===== src/rtl/m2vcoefpack.sv =====
// Coefficient packer: pulls 64 dequantized coefficients column-major and presents
// them as 8 packed columns through two ping-pong slots. Option: M2VCOEFPACK_COLZERO_EN.
module m2vcoefpack #(
  parameter int COEF_W = 12
) (
  input  logic                  clk,
  input  logic                  reset,
  input  logic                  softreset,
  output logic                  ready_pack,
  input  logic                  blk_start,
  input  logic                  coef_sign,
  input  logic [COEF_W-1:0]     coef_data,
  output logic                  coef_next,
  output logic                  col_valid,
  input  logic                  col_ready,
  output logic [8*COEF_W-1:0]   col_data,
  output logic [2:0]            col_idx,
  output logic                  col_last,
  output logic                  col_zero
);

  typedef enum logic [1:0] {S_IDLE, S_PULL, S_DRAIN} state_t;

  state_t            state_q, state_d;
  logic [5:0]        pull_cnt_q, pull_cnt_d;
  logic              fl_vld_q, fl_vld_d;
  logic [2:0]        fl_row_q, fl_row_d;
  logic              fl_slot_q, fl_slot_d;
  logic [1:0]        full_q, full_d;
  logic [2:0]        col_idx_q, col_idx_d;
  logic [COEF_W-1:0] slot_q [2][8];
  logic [COEF_W-1:0] slot_d [2][8];

  logic flush;
  logic rd_slot;
  logic tgt_slot;
  logic pop;
  logic unused_sign;

  // The sign arrives separately for other consumers; data already carries it.
  assign unused_sign = coef_sign;

  assign flush     = reset | softreset;
  assign rd_slot   = col_idx_q[0];
  assign tgt_slot  = pull_cnt_q[3];
  assign col_valid = full_q[rd_slot] & ~flush;
  assign pop       = col_valid & col_ready;
  assign col_idx   = col_idx_q;
  assign col_last  = col_valid & (col_idx_q == 3'd7);

  // FSM: state register
  always_ff @(posedge clk) begin
    if (flush) state_q <= S_IDLE;
    else       state_q <= state_d;
  end

  // FSM: next state
  always_comb begin
    state_d = state_q;
    case (state_q)
      S_IDLE:  if (blk_start) state_d = S_PULL;
      S_PULL:  if (coef_next && pull_cnt_q == 6'd63) state_d = S_DRAIN;
      S_DRAIN: if (pop && col_idx_q == 3'd7) state_d = S_IDLE;
      default: state_d = S_IDLE;
    endcase
  end

  // FSM: outputs; a pull may reuse the slot that is being popped this cycle
  always_comb begin
    ready_pack = (state_q == S_IDLE);
    coef_next  = 1'b0;
    if (state_q == S_PULL && !flush)
      coef_next = ~full_q[tgt_slot] | (pop & (rd_slot == tgt_slot));
  end

  always_comb begin
    pull_cnt_d = pull_cnt_q;
    col_idx_d  = col_idx_q;
    full_d     = full_q;
    slot_d     = slot_q;
    fl_vld_d   = coef_next;
    fl_row_d   = pull_cnt_q[2:0];
    fl_slot_d  = tgt_slot;
    if (coef_next) pull_cnt_d = pull_cnt_q + 6'd1;
    if (pop) begin
      full_d[rd_slot] = 1'b0;
      col_idx_d       = col_idx_q + 3'd1;
    end
    if (fl_vld_q) begin
      slot_d[fl_slot_q][fl_row_q] = coef_data;
      if (fl_row_q == 3'd7) full_d[fl_slot_q] = 1'b1;
    end
  end

  always_ff @(posedge clk) begin
    if (flush) begin
      pull_cnt_q <= '0;
      col_idx_q  <= '0;
      full_q     <= '0;
      fl_vld_q   <= 1'b0;
      fl_row_q   <= '0;
      fl_slot_q  <= 1'b0;
    end else begin
      pull_cnt_q <= pull_cnt_d;
      col_idx_q  <= col_idx_d;
      full_q     <= full_d;
      fl_vld_q   <= fl_vld_d;
      fl_row_q   <= fl_row_d;
      fl_slot_q  <= fl_slot_d;
    end
  end

  // Slot payload needs no reset: it is only visible while the slot is full.
  always_ff @(posedge clk) begin
    slot_q <= slot_d;
  end

  generate
    for (genvar gi = 0; gi < 8; gi++) begin : g_pack
      assign col_data[gi*COEF_W +: COEF_W] = col_valid ? slot_q[rd_slot][gi] : '0;
    end
  endgenerate

`ifdef M2VCOEFPACK_COLZERO_EN
  logic [1:0] zero_q, zero_d;

  // Running NOR, restarted by row 0 of each column.
  always_comb begin
    zero_d = zero_q;
    if (fl_vld_q) begin
      if (fl_row_q == 3'd0) zero_d[fl_slot_q] = (coef_data == '0);
      else                  zero_d[fl_slot_q] = zero_q[fl_slot_q] & (coef_data == '0);
    end
  end

  always_ff @(posedge clk) begin
    if (flush) zero_q <= '0;
    else       zero_q <= zero_d;
  end

  assign col_zero = col_valid & zero_q[rd_slot];
`else
  assign col_zero = 1'b0;
`endif

endmodule

===== config.mk =====
export PLATFORM = sky130hd
export DESIGN_NAME = m2vcoefpack
export DESIGN_NICKNAME = d
export VERILOG_FILES = /design/src/rtl/m2vcoefpack.sv
export SDC_FILE = /design/constraint.sdc
export NUM_CORES = 1
export LEC_CHECK = 0
export BUFFER_PORTS_ARGS = -buffer_cell sky130_fd_sc_hd__buf_4
export CORE_MARGIN = 2
export CORE_UTILIZATION = 43
export DETAILED_ROUTE_END_ITERATION = 10
export GPL_ROUTABILITY_DRIVEN = 0
export HOLD_SLACK_MARGIN = 0.08
export PLACE_DENSITY = 0.63
export SYNTH_ARGS = -nofsm -noshare
export SYNTH_HDL_FRONTEND = slang
export SYNTH_SLANG_ARGS = --single-unit

===== constraint.sdc =====
create_clock -name clk -period 5.6 [get_ports clk]
set_clock_uncertainty 0.1 [all_clocks]
set_input_delay 1.68 -clock clk [delete_from_list [all_inputs] [get_ports clk]]
set_output_delay 1.68 -clock clk [all_outputs]
set_load 0.005 [all_outputs]

Word level (Yosys, flattened, before mapping)
Index checks and enable logic that the tools add are counted.
Word-level totals
  register bits after elaboration: 210
  input port bits: 18
  output and inout bits: 104
Cells by class
  add/subtract/negate cells: 2
  order comparisons: 10
  eq/ne operators: 9
  multiplexer cells: 32
  bitwise gates (word level): 14
  reductions and logical operators: 10
Operators with widths (number)
  $mux 96: 4
  $bwmux 192: 1
  $mux 12: 9
  $demux 96 s1: 1
  $demux 12 s3: 1
  $mux 2: 6
  $logic_and 1x1->1: 7
  $mux 1: 7
  $add 6x1->6 const B: 1
  $eq 3x3->1 const B: 2
  $eq 6x6->1 const B: 1
  $lt 1x2->1 const B: 3
  $pmux 2 s3: 1
  $and 1x1->1: 4
  $ge 2x2->1 const B: 2
  $ge 4x4->1 const B: 1
  $lt 4x1->1 const B: 1
  $ne 2x2->1 const B: 2
  $not 1->2: 2
  $not 3->4: 1
  $add 3x1->3 const B: 1
  $reduce_and 3->1: 1
  $and 2x2->2: 1
  $demux 1 s1: 2
  other kinds (12): 15

Logic depth before layout (Yosys ltp)
  depth after elaboration: 10
  gate-level depth with buffers: 6

Worst setup path after synthesis
OpenSTA, ideal clock, no wires.
  kind: input -> output
  start: input softreset
  end: output col_data[52]
  arrival time: 2.618 ns
  data required time: 3.820 ns
  setup slack: 1.202 ns
  cell stages on the path: 5
  buffers on the path: 2
  cell sequence: nor2_1 nand2_2 buf_4 buf_4 nor2_1
Between the ends
  cells in the longest elaborated chain, start to end: 4
Ends and longest elaborated chain
  from (decl): RTL line 8  | input logic softreset,
  $or 1x1->1: RTL line 43  | assign flush = reset | softreset;
  $not 1->1: RTL line 46  | assign col_valid = full_q[rd_slot] & ~flush;
  $and 1x1->1: RTL line 46
  $mux 12: RTL line 120  | assign col_data[gi*COEF_W +: COEF_W] = col_valid ? slot_q[rd_slot][gi] : '0;
  to (decl): RTL line 16  | output logic [8*COEF_W-1:0] col_data,
No other way between the ends.

Worst setup path in the final report
  start: input softreset
  end: output col_data[11]
Same word-level chain as after synthesis.

==> results.json <==
{
  "status": "completed",
  "synth_xor_area_share_pct": 0.107,
  "numCtsBuffers": 21,
  "first_pass_iters": 4,
  "htree_levels": 1,
  "die_area_mm2": 0.0201,
  "synthMuxAreaShare_pct": 12.6,
  "synth_area_leaders": "edfxtp_1 71%, mux2i_1 12%, nor2_1 5.2%, dfxtp_1 4.4%, buf_2 0.92%",
  "synth_top_area_share_pct": 70.8,
  "grt_pass1_wl_um": 24800,
  "drtIter0Drc": 264,
  "syn_nets": 533,
  "post-route-period-util_pct": 84.9,
  "yosys.area_share.simple_pct": 7.75,
  "hold_viol": 0,
  "dp_hpwl_um": 10100,
  "insertedDiodeCount": 0,
  "p_clk_share_pct": 41.9,
  "worst_slew_pin_slew_ps": 1150,
  "maxSlewHeadroom_pct": 23.4,
  "die_height_um": 142,
  "synth_edf_count": 192,
  "avgSynthCellArea_um2": 15.9,
  "die_w_um": 142,
  "path_cells": "buf_4 -> nor2_1 -> nand2_4 -> buf_12 -> nor2_1 -> buf_4",
  "drive_gt1_share_pct": 25.2,
  "grt_pass1_vias": 4447,
  "critical_path_class": "input pin to output port",
  "hp-start": "col_idx[1]",
  "grt_setup_unrepaired": "no",
  "cap_viol_max_count": 0,
  "placementRows": 50,
  "ir_drop_mv": 0.163,
  "antenna_found_initial": 0,
  "swShare_pct": 18.7,
  "coreArea_mm2": 0.0186,
  "cts_buffer_depth": 3,
  "synth_compound_gate_area_share_pct": 1.84,
  "postSynth.topFlopCell": "edfxtp_1",
  "setup_tns_ps": 0,
  "layout.nets": 659,
  "worst-path-max-fanout": 41,
  "ioPinCount": 122,
  "clock_latency_ps": 480,
  "postCtsHoldBufs": 0,
  "final_cell_mix": "192 x edfxtp_1, 126 x buf_4, 112 x nor2_1",
  "rrSetupSlack_ps": 3380,
  "final_common_cell": "edfxtp_1",
  "ant_nets": 0,
  "grt_max_degree": 56,
  "slew_violations": 0,
  "worstSetupStartpointType": "input pin",
  "arrival_ps": 2980,
  "synth_warnings": 0,
  "fin_cells": 886,
  "p_switching_mw": 0.566,
  "synthArstFlopShare_pct": 0,
  "leakage_nw": 3.40,
  "synth-seq-cells": 210,
  "synthesis.area_mm2": 0.00815,
  "clockRootBuffer": "clkbuf_16",
  "drc": 0,
  "rr_startpoint": "fl_vld_q",
  "seq_area_frac_synth_pct": 75.2,
  "crit_path_start": "softreset",
  "max_freq_ghz": 0.210,
  "port_buffers": 119,
  "synth_top_area_cell": "edfxtp_1",
  "cts_tree": "done",
  "via_per_inst": 5.01,
  "setup_viol": 0,
  "internal_power_mw": 2.46,
  "pwr-share-seq_pct": 56.6,
  "pwr-share-comb_pct": 1.5,
  "grt-ovfl-total": 0,
  "cp_slowest_cell": "nand2_4",
  "ff2ff_path_depth": 2,
  "wire_per_inst_um": 18.5,
  "cts_setup_buffers": 0,
  "clk_pin_slew_ps": 60,
  "dp.cells": 849,
  "area_delta_synth_final_pct": 21.5,
  "hold_path.class": "flop to flop",
  "holdPathStages": 2,
  "powerDensity_mw_per_mm2": 305,
  "synth_adder_area_share_pct": 0.461,
  "r2r_end": "slot_q[141]",
  "cts_resized": 0,
  "multi_input_area_mm2": 0.00187,
  "synth_top_family_by_area": "multiplexers",
  "seq_area_mm2": 0.00613,
  "vias": 4435,
  "max_stage_delay_ps": 290,
  "power_mw": 3.02,
  "critPathRequiredTime_ps": 3820,
  "end_kind": "output port",
  "num-fill-cells": 1543,
  "globalRouteTotalUtil_pct": 16.3,
  "post-route-min-period_ps": 4760,
  "syn_inst": 512,
  "cts.sinks": 210,
  "start_util_pct": 43.7,
  "hold_path_end": "col_idx[1]",
  "wirelength_um": 16400,
  "ys_types": 41
}
[per-stage QoR]
| step | cell area (um2) | utilization (%) | hold WS, ps | setup WS (ps) |
|---|---|---|---|---|
| floorplan | 8150 | - | 343 | 1200 |
| global placement | 9280 | 49.8 | 358 | 802 |
| detailed placement | 9280 | 49.8 | 371 | 839 |
| CTS | 9900 | 53.1 | 385 | 827 |
| global route | 9900 | 53.1 | 403 | 684 |
| finish | 9900 | 53.1 | 383 | 844 |
[critical path: cells and delay by family]
family | cells | cell delay, ps
simple gates | 3 | 710
buf+inv | 3 | 560
[cell families after synthesis]
group,count (synthesis)
XOR/XNOR,1
buffers and inverters,30
AND/OR/NAND/NOR,150
AO/OA/AOI/OAI,15
flip-flops,210
other,1
multiplexers,102
adder cells (fa/ha/maj),3
[how the worst max path moves through the flow]
stage / to
2_1_floorplan: col_data[52]
3_3_place_gp: col_data[11]
3_5_place_dp: col_data[11]
4_1_cts: col_data[11]
5_1_grt: col_data[11]
6_report: col_data[11]
[area by class of cell]
type / count / share of cell area, %
sequential: 210 / 61.9
clock buffer: 27 / 5.54
inverter: 6 / 0.228
multi-input combinational: 272 / 18.9
timing repair buffer: 127 / 9.76
tap: 234 / 2.96
clock inverter: 10 / 0.708
[registers in the layout, summed over array words and instances, names as in the netlist]
| name | flops |
|---|---|
| fl_slot_q | 1 |
| slot_q | 192 |
| col_idx | 3 |
| full_q | 2 |
| pull_cnt_q | 6 |
| fl_vld_q | 1 |
| fl_row_q | 3 |
| state_q | 2 |
[layer usage]
| layer | global-route usage (%) | vias to the layer above | wire length [um] |
|---|---|---|---|
| li1 | - | 2129 | - |
| met1 | 21.4 | 2163 | 7000 |
| met2 | 27.9 | 113 | 8110 |
| met3 | 2.83 | 30 | 905 |
| met4 | 5.16 | 0 | 362 |
| met5 | 0 | - | 0 |
[synth_stat cells (all sizes together) (2+ instances only)]
cell,instances
mux2i,100
edfxtp,192
a21oi,4
nand3,5
inv,6
clkbuf,2
dfxtp,18
a311oi,2
o21ai,3
nor3,5
mux2,2
o21a,2
buf,22
nor2,112
and3,2
ha,3
nand3b,2
or2,2
nand2,12
nand2b,2
and2,3
[power by group through the flow]
stage / logic [mW] / registers (mW) / clock network [mW]
5_1_grt: 0.0501 / 1.71 / 1.35
6_report: 0.0455 / 1.71 / 1.26
4_1_cts: 0.0465 / 1.71 / 1.29
2_1_floorplan: 0.00858 / 1.75 / 0
3_3_place_gp: 0.0442 / 1.74 / 0
3_5_place_dp: 0.0463 / 1.74 / 0
No activity file was read; power rests on OpenSTA's default activity.
